### src/rtl/cnn_layer_sequencer_if.sv
// -----------------------------------------------------------------------------
// cnn_layer_sequencer_if
// Engine-side and ROM-side bus of the CNN layer sequencer.
//   rom_addr / rom_data           : parameter ROM read port (1-cycle latency)
//   data / addr / we              : write port into the convolution engine
//   img_input, conv_weight1..3    : mode strobes qualifying the write port
//   srt_layer1..3 / done_layer1..3: per-layer run request / completion
// master = sequencer, slave = engine plus ROM.
// -----------------------------------------------------------------------------
interface cnn_layer_sequencer_if;
   logic [15:0] rom_addr;
   logic [15:0] rom_data;
   logic [15:0] data;
   logic [15:0] addr;
   logic        we;
   logic        img_input;
   logic        conv_weight1;
   logic        conv_weight2;
   logic        conv_weight3;
   logic        srt_layer1;
   logic        srt_layer2;
   logic        srt_layer3;
   logic        done_layer1;
   logic        done_layer2;
   logic        done_layer3;

   modport master (
      output rom_addr, data, addr, we,
      output img_input, conv_weight1, conv_weight2, conv_weight3,
      output srt_layer1, srt_layer2, srt_layer3,
      input  rom_data, done_layer1, done_layer2, done_layer3
   );

   modport slave (
      input  rom_addr, data, addr, we,
      input  img_input, conv_weight1, conv_weight2, conv_weight3,
      input  srt_layer1, srt_layer2, srt_layer3,
      output rom_data, done_layer1, done_layer2, done_layer3
   );
endinterface

### src/rtl/cnn_layer_sequencer.sv
// -----------------------------------------------------------------------------
// cnn_layer_sequencer
// Streams the image and three weight banks from the parameter ROM into the
// convolution engine, then runs layers 1..3 in order.
//   clk, reset_n : clock, asynchronous active-low reset
//   start, abort : host request / synchronous abort back to IDLE
//   eng          : ROM read port + engine write port, strobes and layer handshake
//   busy, done   : sequence in progress / one-cycle completion pulse
//   timeout_err  : sticky RUN-phase timeout flag, cleared by an accepted start
//   phase        : current state code
// -----------------------------------------------------------------------------
module cnn_layer_sequencer #(
   parameter int unsigned IMG_SIZE = 18,
   parameter int unsigned IMG_BASE = 0,
   parameter int unsigned W1_BASE  = 324,
   parameter int unsigned W2_BASE  = 378,
   parameter int unsigned W3_BASE  = 522,
   parameter int unsigned TIMEOUT  = 65535
) (
   input  logic                         clk,
   input  logic                         reset_n,
   input  logic                         start,
   input  logic                         abort,
   cnn_layer_sequencer_if.master        eng,
   output logic                         busy,
   output logic                         done,
   output logic                         timeout_err,
   output logic [3:0]                   phase
);

   typedef enum logic [3:0] {
      IDLE = 4'd0, LOAD_IMG = 4'd1, LOAD_W1 = 4'd2, RUN1 = 4'd3, LOAD_W2 = 4'd4,
      RUN2 = 4'd5, LOAD_W3 = 4'd6, RUN3 = 4'd7, DONE = 4'd8, ERR = 4'd9
   } state_t;

   localparam logic [15:0] IMG_LEN = 16'(IMG_SIZE * IMG_SIZE);
   localparam logic [15:0] TO_LAST = 16'(TIMEOUT - 1);

   function automatic logic [15:0] sec_base(state_t s);
      case (s)
         LOAD_IMG: sec_base = 16'(IMG_BASE);
         LOAD_W1:  sec_base = 16'(W1_BASE);
         LOAD_W2:  sec_base = 16'(W2_BASE);
         LOAD_W3:  sec_base = 16'(W3_BASE);
         default:  sec_base = 16'd0;
      endcase
   endfunction

   function automatic logic [15:0] sec_len(state_t s);
      case (s)
         LOAD_IMG: sec_len = IMG_LEN;
         LOAD_W1:  sec_len = 16'd54;
         LOAD_W2:  sec_len = 16'd144;
         LOAD_W3:  sec_len = 16'd288;
         default:  sec_len = 16'd0;
      endcase
   endfunction

   // {conv_weight3, conv_weight2, conv_weight1, img_input}
   function automatic logic [3:0] mode_of(state_t s);
      case (s)
         LOAD_IMG: mode_of = 4'b0001;
         LOAD_W1:  mode_of = 4'b0010;
         LOAD_W2:  mode_of = 4'b0100;
         LOAD_W3:  mode_of = 4'b1000;
         default:  mode_of = 4'b0000;
      endcase
   endfunction

   function automatic logic [2:0] srt_of(state_t s);
      case (s)
         RUN1:    srt_of = 3'b001;
         RUN2:    srt_of = 3'b010;
         RUN3:    srt_of = 3'b100;
         default: srt_of = 3'b000;
      endcase
   endfunction

   function automatic logic [1:0] layer_of(state_t s);
      case (s)
         RUN2:    layer_of = 2'd1;
         RUN3:    layer_of = 2'd2;
         default: layer_of = 2'd0;
      endcase
   endfunction

   function automatic state_t next_of(state_t s);
      case (s)
         IDLE:     next_of = LOAD_IMG;
         LOAD_IMG: next_of = LOAD_W1;
         LOAD_W1:  next_of = RUN1;
         RUN1:     next_of = LOAD_W2;
         LOAD_W2:  next_of = RUN2;
         RUN2:     next_of = LOAD_W3;
         LOAD_W3:  next_of = RUN3;
         RUN3:     next_of = DONE;
         default:  next_of = IDLE;
      endcase
   endfunction

   state_t      state_q, state_d;
   logic [15:0] cnt_q, cnt_d;        // cycles since LOAD entry; doubles as ROM index k
   logic [15:0] tcnt_q, tcnt_d;      // cycles since RUN entry
   logic [3:0]  k9_q, k9_d;          // weight-section engine address (k mod 9)
   logic [15:0] rom_addr_q, rom_addr_d;
   logic [15:0] data_q, data_d;
   logic [15:0] addr_q, addr_d;
   logic        we_q, we_d;
   logic [3:0]  mode_q, mode_d;
   logic [2:0]  srt_q, srt_d;
   logic        fin_q, fin_d;        // layer done accepted; spend the gap cycle
   logic        busy_q, busy_d;
   logic        done_q, done_d;
   logic        timeout_err_q, timeout_err_d;

   logic [2:0]  done_in;
   logic [15:0] len;
   logic [15:0] base;
   logic        enter;

   assign done_in = {eng.done_layer3, eng.done_layer2, eng.done_layer1};
   assign len     = sec_len(state_q);
   assign base    = sec_base(state_q);

   always_comb begin
      // NOTE: every signal gets a default before the case so no path leaves it
      // unassigned; that is what keeps this block free of inferred latches.
      state_d       = state_q;
      cnt_d         = cnt_q;
      tcnt_d        = tcnt_q;
      k9_d          = k9_q;
      rom_addr_d    = rom_addr_q;
      data_d        = data_q;
      addr_d        = addr_q;
      we_d          = 1'b0;
      mode_d        = mode_q;
      srt_d         = srt_q;
      fin_d         = fin_q;
      done_d        = 1'b0;
      timeout_err_d = timeout_err_q;
      enter         = 1'b0;

      unique case (state_q)
         IDLE: begin
            if (start && !abort) begin
               enter         = 1'b1;
               timeout_err_d = 1'b0;
            end
         end
         LOAD_IMG, LOAD_W1, LOAD_W2, LOAD_W3: begin
            // Cycle c issues ROM word c (c < len) and writes word c-1, which
            // arrived this cycle (1 <= c <= len). The strobe covers one cycle
            // past the last write, then one all-low cycle separates phases.
            cnt_d = cnt_q + 16'd1;
            if (cnt_q + 16'd1 < len) begin
               rom_addr_d = base + cnt_q + 16'd1;
            end
            if (cnt_q != 16'd0 && cnt_q <= len) begin
               we_d   = 1'b1;
               data_d = eng.rom_data;
               addr_d = (state_q == LOAD_IMG) ? cnt_q - 16'd1 : {12'd0, k9_q};
               k9_d   = (k9_q == 4'd8) ? 4'd0 : k9_q + 4'd1;
            end
            if (cnt_q == len + 16'd2) begin
               mode_d = 4'b0000;
            end
            if (cnt_q == len + 16'd3) begin
               enter = 1'b1;
            end
         end
         RUN1, RUN2, RUN3: begin
            tcnt_d = tcnt_q + 16'd1;
            if (fin_q) begin
               enter = 1'b1;
            end else if (tcnt_q == TO_LAST) begin
               state_d       = ERR;
               srt_d         = 3'b000;
               timeout_err_d = 1'b1;
            end else if (tcnt_q != 16'd0 && done_in[layer_of(state_q)]) begin
               // srt has been high for two cycles here, so a done level left
               // over from before this layer started is not mistaken for ours.
               srt_d = 3'b000;
               fin_d = 1'b1;
            end
         end
         DONE, ERR: enter = 1'b1;
         default:   state_d = IDLE;
      endcase

      if (enter) begin
         state_d = next_of(state_q);
         cnt_d   = 16'd0;
         tcnt_d  = 16'd0;
         k9_d    = 4'd0;
         fin_d   = 1'b0;
         mode_d  = mode_of(state_d);
         srt_d   = srt_of(state_d);
         if (mode_of(state_d) != 4'b0000) begin
            rom_addr_d = sec_base(state_d);
         end
         done_d  = (state_d == DONE);
      end

      if (abort) begin
         state_d    = IDLE;
         rom_addr_d = rom_addr_q;
         we_d       = 1'b0;
         mode_d     = 4'b0000;
         srt_d      = 3'b000;
         fin_d      = 1'b0;
         done_d     = 1'b0;
      end

      busy_d = (state_d != IDLE);
   end

   // NOTE: state registers use non-blocking assignments so every flop samples
   // the pre-edge value of every other flop, independent of statement order.
   always_ff @(posedge clk or negedge reset_n) begin
      if (!reset_n) begin
         state_q       <= IDLE;
         cnt_q         <= '0;
         tcnt_q        <= '0;
         k9_q          <= '0;
         rom_addr_q    <= '0;
         data_q        <= '0;
         addr_q        <= '0;
         we_q          <= 1'b0;
         mode_q        <= '0;
         srt_q         <= '0;
         fin_q         <= 1'b0;
         busy_q        <= 1'b0;
         done_q        <= 1'b0;
         timeout_err_q <= 1'b0;
      end else begin
         state_q       <= state_d;
         cnt_q         <= cnt_d;
         tcnt_q        <= tcnt_d;
         k9_q          <= k9_d;
         rom_addr_q    <= rom_addr_d;
         data_q        <= data_d;
         addr_q        <= addr_d;
         we_q          <= we_d;
         mode_q        <= mode_d;
         srt_q         <= srt_d;
         fin_q         <= fin_d;
         busy_q        <= busy_d;
         done_q        <= done_d;
         timeout_err_q <= timeout_err_d;
      end
   end

   assign eng.rom_addr     = rom_addr_q;
   assign eng.data         = data_q;
   assign eng.addr         = addr_q;
   assign eng.we           = we_q;
   assign eng.img_input    = mode_q[0];
   assign eng.conv_weight1 = mode_q[1];
   assign eng.conv_weight2 = mode_q[2];
   assign eng.conv_weight3 = mode_q[3];
   assign eng.srt_layer1   = srt_q[0];
   assign eng.srt_layer2   = srt_q[1];
   assign eng.srt_layer3   = srt_q[2];
   assign busy             = busy_q;
   assign done             = done_q;
   assign timeout_err      = timeout_err_q;
   assign phase            = state_q;

endmodule

### src/flat_wrapper.sv
// flat-port wrapper written by rule: the top's interface ports become plain ports
module cnn_layer_sequencer_flat 
#(
   parameter int unsigned IMG_SIZE = 18,
   parameter int unsigned IMG_BASE = 0,
   parameter int unsigned W1_BASE  = 324,
   parameter int unsigned W2_BASE  = 378,
   parameter int unsigned W3_BASE  = 522,
   parameter int unsigned TIMEOUT  = 65535
)
  (clk, reset_n, start, abort, busy, done, timeout_err, phase, eng_rom_addr, eng_data, eng_addr, eng_we, eng_img_input, eng_conv_weight1, eng_conv_weight2, eng_conv_weight3, eng_srt_layer1, eng_srt_layer2, eng_srt_layer3, eng_rom_data, eng_done_layer1, eng_done_layer2, eng_done_layer3);
  cnn_layer_sequencer_if eng_i ();
  input  logic clk;
  input  logic reset_n;
  input  logic start;
  input  logic abort;
  output logic busy;
  output logic done;
  output logic timeout_err;
  output logic [3:0] phase;
  output wire logic [$bits(eng_i.rom_addr)-1:0] eng_rom_addr;
  output wire logic [$bits(eng_i.data)-1:0] eng_data;
  output wire logic [$bits(eng_i.addr)-1:0] eng_addr;
  output wire logic [$bits(eng_i.we)-1:0] eng_we;
  output wire logic [$bits(eng_i.img_input)-1:0] eng_img_input;
  output wire logic [$bits(eng_i.conv_weight1)-1:0] eng_conv_weight1;
  output wire logic [$bits(eng_i.conv_weight2)-1:0] eng_conv_weight2;
  output wire logic [$bits(eng_i.conv_weight3)-1:0] eng_conv_weight3;
  output wire logic [$bits(eng_i.srt_layer1)-1:0] eng_srt_layer1;
  output wire logic [$bits(eng_i.srt_layer2)-1:0] eng_srt_layer2;
  output wire logic [$bits(eng_i.srt_layer3)-1:0] eng_srt_layer3;
  input wire logic [$bits(eng_i.rom_data)-1:0] eng_rom_data;
  input wire logic [$bits(eng_i.done_layer1)-1:0] eng_done_layer1;
  input wire logic [$bits(eng_i.done_layer2)-1:0] eng_done_layer2;
  input wire logic [$bits(eng_i.done_layer3)-1:0] eng_done_layer3;
  assign eng_rom_addr = eng_i.rom_addr;
  assign eng_data = eng_i.data;
  assign eng_addr = eng_i.addr;
  assign eng_we = eng_i.we;
  assign eng_img_input = eng_i.img_input;
  assign eng_conv_weight1 = eng_i.conv_weight1;
  assign eng_conv_weight2 = eng_i.conv_weight2;
  assign eng_conv_weight3 = eng_i.conv_weight3;
  assign eng_srt_layer1 = eng_i.srt_layer1;
  assign eng_srt_layer2 = eng_i.srt_layer2;
  assign eng_srt_layer3 = eng_i.srt_layer3;
  assign eng_i.rom_data = eng_rom_data;
  assign eng_i.done_layer1 = eng_done_layer1;
  assign eng_i.done_layer2 = eng_done_layer2;
  assign eng_i.done_layer3 = eng_done_layer3;
  cnn_layer_sequencer #(.IMG_SIZE(IMG_SIZE), .IMG_BASE(IMG_BASE), .W1_BASE(W1_BASE), .W2_BASE(W2_BASE), .W3_BASE(W3_BASE), .TIMEOUT(TIMEOUT)) u_core (.clk(clk), .reset_n(reset_n), .start(start), .abort(abort), .eng(eng_i), .busy(busy), .done(done), .timeout_err(timeout_err), .phase(phase));
endmodule
### config.mk
export PLATFORM = sky130hd
export DESIGN_NAME = cnn_layer_sequencer_flat
export DESIGN_NICKNAME = d
export VERILOG_FILES = /design/src/rtl/cnn_layer_sequencer_if.sv /design/src/rtl/cnn_layer_sequencer.sv /design/src/flat_wrapper.sv
export SDC_FILE = /design/constraint.sdc
export NUM_CORES = 1
export LEC_CHECK = 0
export CORE_MARGIN = 8
export CORE_UTILIZATION = 50
export DETAILED_ROUTE_END_ITERATION = 8
export PLACE_DENSITY_LB_ADDON = 0.1
export SLEW_MARGIN = 20
export SYNTH_ARGS = -nofsm -noshare
export SYNTH_HDL_FRONTEND = slang
export SYNTH_SLANG_ARGS = --single-unit
### constraint.sdc
create_clock -name clk -period 5.06 [get_ports clk]
set_input_delay 1.518 -clock clk [delete_from_list [all_inputs] [get_ports clk]]
set_output_delay 1.518 -clock clk [all_outputs]
set_load 0.01 [all_outputs]
Word level (Yosys, flattened, before mapping)

Memory sizes are Yosys's and may differ from the RTL's.
Index checks and enable logic that the tools add are counted.

Flip-flop bits (word level): 100
Memories kept: 1
Word-level logic and storage cells: 138
Memory bits (read-only): 32
Output and inout port bits: 63

Multiplexer cells: 61
$add $sub $neg: 8
Reductions and logical operators: 26
Order comparisons: 3
Equality and inequality tests: 25

Memory list:

| name             | words | bits a word | rd ports | clocked after Yosys merged registers in | wr ports | RTL line                  | RTL |
|---|---|---|---|---|---|---|---|
| (name not given) | 8     | 4           | 1        | 0                                       | 0        | cnn_layer_sequencer.sv:88 | `case (s)` |

Operator list:

| kind                                                 | number |
|---|---|
| 2-to-1 mux 16 bit                                    | 9 |
| 2-to-1 mux 4 bit                                     | 15 |
| case mux 10 bit (3 select lines)                     | 2 |
| adder 16 x 1 -> 16 bit (second input constant)       | 3 |
| case mux 9 bit (4 select lines)                      | 1 |
| equality test 16 bit                                 | 2 |
| equality test 4 x 3 -> 1 bit (second input constant) | 8 |
| nonzero test 16 bit                                  | 2 |
| adder 9 x 2 -> 10 bit (second input constant)        | 2 |
| 2-to-1 mux 1 bit                                     | 18 |
| 2-to-1 mux 3 bit                                     | 6 |
| adder 10 x 16 -> 16 bit                              | 1 |
| equality test 16 bit (second input constant)         | 1 |
| equality test 4 x 2 -> 1 bit (second input constant) | 4 |
| equality test 4 bit (second input constant)          | 4 |
| <= comparator 16 x 9 -> 1 bit                        | 1 |
| < comparator 16 x 9 -> 1 bit                         | 1 |
| case mux 4 bit (4 select lines)                      | 1 |
| subtractor 16 x 1 -> 16 bit (second input constant)  | 1 |
| nonzero test 4 bit                                   | 3 |
| case mux 3 bit (3 select lines)                      | 1 |
| nonzero test 3 bit                                   | 3 |
| equality test 4 x 1 -> 1 bit (second input constant) | 2 |
| case mux 4 bit (2 select lines)                      | 1 |
| 21 further kinds                                     | 31 |

Longest topological paths before layout

Word-level depth: 14
Depth in mapped cells: 17
Gate-level depth less buffers: 14

Least setup slack after synthesis

No wires, ideal clock.

Path type: register to register
Start: reg u_core.state_q[1] (netlist: u_core.phase[1])
End: reg u_core.data_q[4] (netlist: u_core.eng.data[4])
Setup time: 0.125 ns
Stages on the path, launching flop included: 17
Data arrival time: 3.582 ns
Data required time: 4.935 ns
Slack: 1.353 ns
Path through: dfrtp_1 > inv_1 > ha_1 > nor3b_1 > clkbuf_1 > nor2_1 > ha_1 > nor2b_1 > o31a_1 > o21a_1 > o21ai_0 > a211o_1 > clkbuf_1 > o21a_1 > buf_2 > buf_2 > mux2_2

Cells in the longest elaborated chain, start to end: 5
Elaborated cells between the ends (all ways): 9
Those cells by class: 1 x order compare; 4 x eq/ne; 1 x mux; 3 x reduce/logical

RTL lines:

| what                                                 | RTL line                                              | RTL |
|---|---|---|
| from (decl)                                          | cnn_layer_sequencer.sv:101                            | `state_t state_q, state_d;` |
| from (signal assigned)                               | cnn_layer_sequencer.sv:236                            | `state_q <= state_d;` |
| equality test 4 x 3 -> 1 bit (tied with other cells) | cnn_layer_sequencer.sv:50, cnn_layer_sequencer.sv:143 |  |
| case mux 9 bit (4 select lines)                      | cnn_layer_sequencer.sv:50                             | `case (s)` |
| <= comparator 16 x 9 -> 1 bit                        | cnn_layer_sequencer.sv:158                            | `if (cnt_q != 16'd0 && cnt_q <= len) begin` |
| logical AND 1 bit                                    | cnn_layer_sequencer.sv:158                            |  |
| AND reduction 2 bit (no source line) (*)             | -                                                     |  |
| to (signal assigned)                                 | cnn_layer_sequencer.sv:241                            | `data_q <= data_d;` |
| to (decl)                                            | cnn_layer_sequencer.sv:106                            | `logic [15:0] data_q, data_d;` |

Every way passes the cells marked *; elsewhere a longest branch is shown, timed or not.
A chain may end at the register's enable or synchronous reset.

Final worst setup path

Start: reg u_core.cnt_q[0]
End: reg u_core.rom_addr_q[1] (netlist: u_core.eng.rom_addr[1])

Cells in the longest elaborated chain, start to end: 6
Elaborated cells between the ends (all ways): 11
Those cells by class: 3 x add/sub; 1 x order compare; 1 x eq/ne; 6 x mux

RTL lines:

| what                                                                   | RTL line                                               | RTL |
|---|---|---|
| from (decl)                                                            | cnn_layer_sequencer.sv:102                             | `logic [15:0] cnt_q, cnt_d;` |
| from (signal assigned)                                                 | cnn_layer_sequencer.sv:237                             | `cnt_q <= cnt_d;` |
| adder 10 x 16 -> 16 bit or adder 16 x 1 -> 16 bit (tied branches)      | cnn_layer_sequencer.sv:156, cnn_layer_sequencer.sv:155 |  |
| adder 16 x 1 -> 16 bit or < comparator 16 x 9 -> 1 bit (tied branches) | cnn_layer_sequencer.sv:156, cnn_layer_sequencer.sv:155 |  |
| 2-to-1 mux 16 bit                                                      | cnn_layer_sequencer.sv:155                             | `if (cnt_q + 16'd1 < len) begin` |
| 2-to-1 mux 16 bit                                                      | cnn_layer_sequencer.sv:143                             | `unique case (state_q)` |
| 2-to-1 mux 16 bit                                                      | cnn_layer_sequencer.sv:198                             | `if (mode_of(state_d) != 4'b0000) begin` |
| 2-to-1 mux 16 bit (*)                                                  | cnn_layer_sequencer.sv:190                             | `if (enter) begin` |
| to (signal assigned)                                                   | cnn_layer_sequencer.sv:240                             | `rom_addr_q <= rom_addr_d;` |
| to (decl)                                                              | cnn_layer_sequencer.sv:105                             | `logic [15:0] rom_addr_q, rom_addr_d;` |

Marked as above.

==> summary by stage <==
Floorplanning
The initial utilization of the core area, before any placement, comes to 0.512. Measured along the x axis, the die boundary spans ~130 µm. The area enclosed by the die boundary is 16,700 µm². The total area inside the core boundary comes to approximately 13,000 µm². The number of top-level design ports is between 80 and 90. The vertical extent of the die is around 130 µm. The floorplan has 41 rows.

Detailed routing
The number of nets with antenna violations after routing is 0. The first routing iteration left approximately 400 violations. The count of vias placed by the detailed router is about 5.5k. The count of unresolved DRC violations after routing is 0. The ratio of routed vias to standard cells is slightly below 6.

The total detailed-routing wirelength is roughly 17 mm. Dividing the detail-routed wire length by the instance count gives ~18 µm. The pre-antenna-repair detailed-routing pass consisted of 5 iterations.

Yosys
The post-synthesis cell count is 685. Sorting the synthesized cells by area gives the leading types as sky130_fd_sc_hd__dfrtp_1 39%, sky130_fd_sc_hd__ha_1 6.0%, sky130_fd_sc_hd__nor2_1 5.0%. The largest total area in the synthesized netlist belongs to sky130_fd_sc_hd__dfrtp_1. The average instance in the mapped netlist occupies approximately 9.4 µm².

Yosys mapped a number of flops with a built-in enable equal to 0. Counting every net in the synthesized netlist gives 739. After synthesis the netlist holds a flip-flop and latch count of 100.

After synthesis the cells add up to around 6400 µm². The number of warnings reported in the yosys synthesis log is 0. In the synthesized netlist the async set-or-reset flop fraction comes to 1.00.

Among all flip-flop cells after synthesis, the most frequent one is sky130_fd_sc_hd__dfrtp_1. The share of synthesized area in the top cell type comes to 0.389. The share of the Yosys chip area taken by registers is 0.389. The number of different library cells in the post-synthesis netlist is 81.

Placement
Including well taps, the total number of placed cells is between 900 and 1k. The routability congestion estimate from global placement is ~0.9. The detailed-placement wirelength estimate is between 10 and 15 mm. The count of input and output buffers is 85.

Finish
The number of antenna diodes in the final layout is 0. The post-route core utilization is 0.606. The number of non-filler instances in the completed layout is 929. The filler cells instantiated in the layout total roughly 1.1k. Of the cells placed in the final design, the portion with a size suffix greater than 1 is 0.0938. The multi-input combinational cells in the finished layout cover a total of about 3500 µm². The area growth from synthesis to final layout is 18.4%. Registers take between 2000 and 3000 µm².

For this run, the post-layout net count is between 800 and 900.

Timing
The clock tree skew after final layout is roughly 0.008 ns. Setup repair after global routing left no endpoint under its margin. The timing-limited maximum frequency is 0.241 GHz. The final worst hold slack is 0.486 ns.

The clock period minus final worst setup slack is 4.15 ns. The number of hold violations in the final report was 0. The worst pin sits at a relative slew slack of 0.379.

The ratio of final minimum period to clock period is 0.820. The max-slew violation count is 0. The pin slew with the least headroom to its limit is between 0.9 and 1 ns. The total negative slack is 0 ns. The total setup violations reported at the end of the flow is 0.

Power and ir drop
The analysis attributes to cell leakage a power of roughly 3.4 nW. Across the VDD grid, the largest voltage drop is 0.000251 V. The power density over the cells is 351 nW/µm².

Job
Max-cap violations in this run came to 0.

Clock network
No sink is reached through more buffers than the 2 on the longest clock path. After clock tree synthesis, the clock-pin slew on the worst setup and hold paths is approximately 0.07 ns. For the worst-skew pair, the clock arrives at the later sink with an insertion delay of approximately 0.35 ns.

Clock tree synthesis found a total of 100 sinks. The count of buffers added by post-CTS timing repair for setup is 0. The number of gates given a new drive strength after cts is 0. The quantity of hold-fixing buffers added after cts is 0.

TritonCTS built the clock tree. The root buffer cell is sky130_fd_sc_hd__clkbuf_16. The maximum level of the CTS H-tree is 3.

The number of clock buffers added by TritonCTS is 9.

Worst setup path
The standard cell with the maximum stage delay on the critical path is sky130_fd_sc_hd__dfrtp_1. The worst reg-to-reg setup slack is 0.91 ns. The kind of start point of the critical path is a register. Data on the critical path arrives at its endpoint at between 4 and 5 ns. For this run, the slowest stage of the critical path takes slightly below 0.6 ns. The type of destination of the critical path is a register. The critical path in this run is classified as reg -> reg. Data on the critical path is required at its endpoint by 5.29 ns. The signal on the critical path passes through ha_1 -> nand3_1 -> nor2_1 -> and3_1 -> xor2_1 -> ha_1 -> and3_1 -> a21oi_1 -> o2111ai_1 -> a2111oi_4 -> nand4b_1 -> o21a_1 -> a221o_1. The largest fanout of any net on the critical path is 12.

GRT
For this run the aggregate overflow at the end of global routing stands at 0. The total routing usage reported by global routing is 0.204. The largest net degree at the start of global routing is 38. The first global-routing pass estimated roughly 27 mm of wire.

The number of antenna violations at the first check in global routing is 0. The via count of the first global-routing pass is ~5.4k.

Hold path
The path type of the worst min-delay path is reg -> reg.

Outcome
The flow ran to the end, and the final reports show no timing, DRC or antenna violations.
==> per-stage QoR <==
step	instance area, µm²	worst slack (ns)	total power [mW]
3_5_place_dp	7300	0.772	1.94
4_1_cts	7610	0.927	2.70
3_3_place_gp	7300	0.805	1.91
6_report	7610	0.911	2.67
5_1_grt	7610	0.677	2.81
2_1_floorplan	6430	1.35	1.50
==> where the power goes <==
group	internal (mW)	leakage, nW	switching [mW]
Clock	0.438	0.156	0.313
Sequential	0.948	1.35	0.0996
Combinational	0.456	1.85	0.414
==> synthesized netlist by cell type, types with 3 or more instances <==
cell,instances
sky130_fd_sc_hd__mux2_2,24
sky130_fd_sc_hd__o21a_1,6
sky130_fd_sc_hd__a32o_1,6
sky130_fd_sc_hd__xnor2_1,24
sky130_fd_sc_hd__nor4_1,11
sky130_fd_sc_hd__nor2b_1,8
sky130_fd_sc_hd__and2_1,7
sky130_fd_sc_hd__nor2_1,85
sky130_fd_sc_hd__nand4_1,16
sky130_fd_sc_hd__a22o_1,3
sky130_fd_sc_hd__or4_1,5
sky130_fd_sc_hd__ha_1,31
sky130_fd_sc_hd__a21o_1,6
sky130_fd_sc_hd__a21bo_2,5
sky130_fd_sc_hd__o21ai_0,26
sky130_fd_sc_hd__a221o_1,3
sky130_fd_sc_hd__inv_1,31
sky130_fd_sc_hd__xor2_1,29
sky130_fd_sc_hd__buf_2,3
sky130_fd_sc_hd__nor3b_1,4
sky130_fd_sc_hd__o31ai_1,4
sky130_fd_sc_hd__clkbuf_1,20
sky130_fd_sc_hd__o211a_1,3
sky130_fd_sc_hd__nand2_1,57
sky130_fd_sc_hd__a211oi_1,3
sky130_fd_sc_hd__o31a_1,3
sky130_fd_sc_hd__a21oi_1,25
sky130_fd_sc_hd__dfrtp_1,100
sky130_fd_sc_hd__nor3_1,15
sky130_fd_sc_hd__mux2_1,3
sky130_fd_sc_hd__nand2b_1,8
sky130_fd_sc_hd__clkbuf_8,9
sky130_fd_sc_hd__o2111ai_1,5
sky130_fd_sc_hd__a31oi_1,7
sky130_fd_sc_hd__buf_4,3
sky130_fd_sc_hd__a311oi_1,4
sky130_fd_sc_hd__mux2i_1,3
sky130_fd_sc_hd__nand3_1,21
sky130_fd_sc_hd__and3_1,5
==> kinds of logic after synthesis <==
kind of cell / Yosys count / share of synthesized area
flops: 100 / 0.389
simple gates: 266 / 0.211
buf+inv: 69 / 0.0589
fa+ha+maj: 31 / 0.0603
compound gates: 136 / 0.157
xor+xnor: 53 / 0.0722
mux: 30 / 0.0519
==> registers in the layout (all words and copies together) (netlist names), 4 cells and up <==
register             flops
u_core.cnt_q            16
u_core.tcnt_q           16
u_core.k9_q              4
u_core.phase             4
u_core.mode_q            4
u_core.eng.rom_addr     16
u_core.eng.addr         16
u_core.eng.data         16
==> worst max-delay path: cells and delay by family, from the launching register on <==
kind	cells	cell delay [ns]
AOI/OAI and AO/OA	5	1.53
DFF	1	0.58
adders and majority gates	2	0.55
and+or+nand+nor	5	1.21
xor gates and xnor gates	1	0.15
==> per-layer routing <==
layer	GRT usage	share of wire	vias up
met1	0.259	0.44	2695
met3	0.0399	0.058	23
met2	0.335	0.48	167
met5	0	0	-
met4	0.0840	0.020	0
li1	-	-	2581
==> layout by cell type, fill, tap and decap left out, types with 3 or more instances in the layout <==
cell type,instances
sky130_fd_sc_hd__a31oi_1,7
sky130_fd_sc_hd__a221o_1,3
sky130_fd_sc_hd__a311oi_1,4
sky130_fd_sc_hd__nor3b_1,4
sky130_fd_sc_hd__xnor2_1,24
sky130_fd_sc_hd__xor2_1,29
sky130_fd_sc_hd__inv_1,31
sky130_fd_sc_hd__a211oi_1,3
sky130_fd_sc_hd__nor2_1,85
sky130_fd_sc_hd__nor3_1,15
sky130_fd_sc_hd__nor4_1,11
sky130_fd_sc_hd__mux2_2,24
sky130_fd_sc_hd__and3_1,5
sky130_fd_sc_hd__nand2_1,57
sky130_fd_sc_hd__nor2b_1,8
sky130_fd_sc_hd__a21o_1,6
sky130_fd_sc_hd__ha_1,31
sky130_fd_sc_hd__clkdlybuf4s50_1,84
sky130_fd_sc_hd__and2_1,7
sky130_fd_sc_hd__o21a_1,6
sky130_fd_sc_hd__o211a_1,3
sky130_fd_sc_hd__mux2i_1,3
sky130_fd_sc_hd__clkbuf_16,9
sky130_fd_sc_hd__mux2_1,3
sky130_fd_sc_hd__o21ai_0,26
sky130_fd_sc_hd__nand4_1,16
sky130_fd_sc_hd__a22o_1,3
sky130_fd_sc_hd__a21bo_2,5
sky130_fd_sc_hd__nand3_1,21
sky130_fd_sc_hd__a21oi_1,25
sky130_fd_sc_hd__nand2b_1,8
sky130_fd_sc_hd__o31ai_1,4
sky130_fd_sc_hd__or4_1,5
sky130_fd_sc_hd__a32o_1,6
sky130_fd_sc_hd__o2111ai_1,5
sky130_fd_sc_hd__o31a_1,3
sky130_fd_sc_hd__buf_4,9
sky130_fd_sc_hd__dfrtp_1,100
==> area by class of cell <==
cell class,instances,area share
clock buffer,11,0.0306
inverter,32,0.0158
multi-input combinational,516,0.466
tap,172,0.0283
sequential,100,0.329
timing repair buffer,93,0.119
clock inverter,5,0.0112
==> final timing paths <==
kind	startpoint	to	depth (start not counted)
min in group asynchronous	reset_n	u_core.mode_q[1]	1
worst max register to register	u_core.cnt_q[0]	u_core.eng.rom_addr[1]	13
worst min-delay path	u_core.mode_q[3]	u_core.mode_q[3]	1
max in group asynchronous	reset_n	u_core.phase[0]	2
worst max-delay path	u_core.cnt_q[0]	u_core.eng.rom_addr[1]	13
worst min register to register	u_core.mode_q[3]	u_core.mode_q[3]	1
No activity file was read; power rests on OpenSTA's default activity.
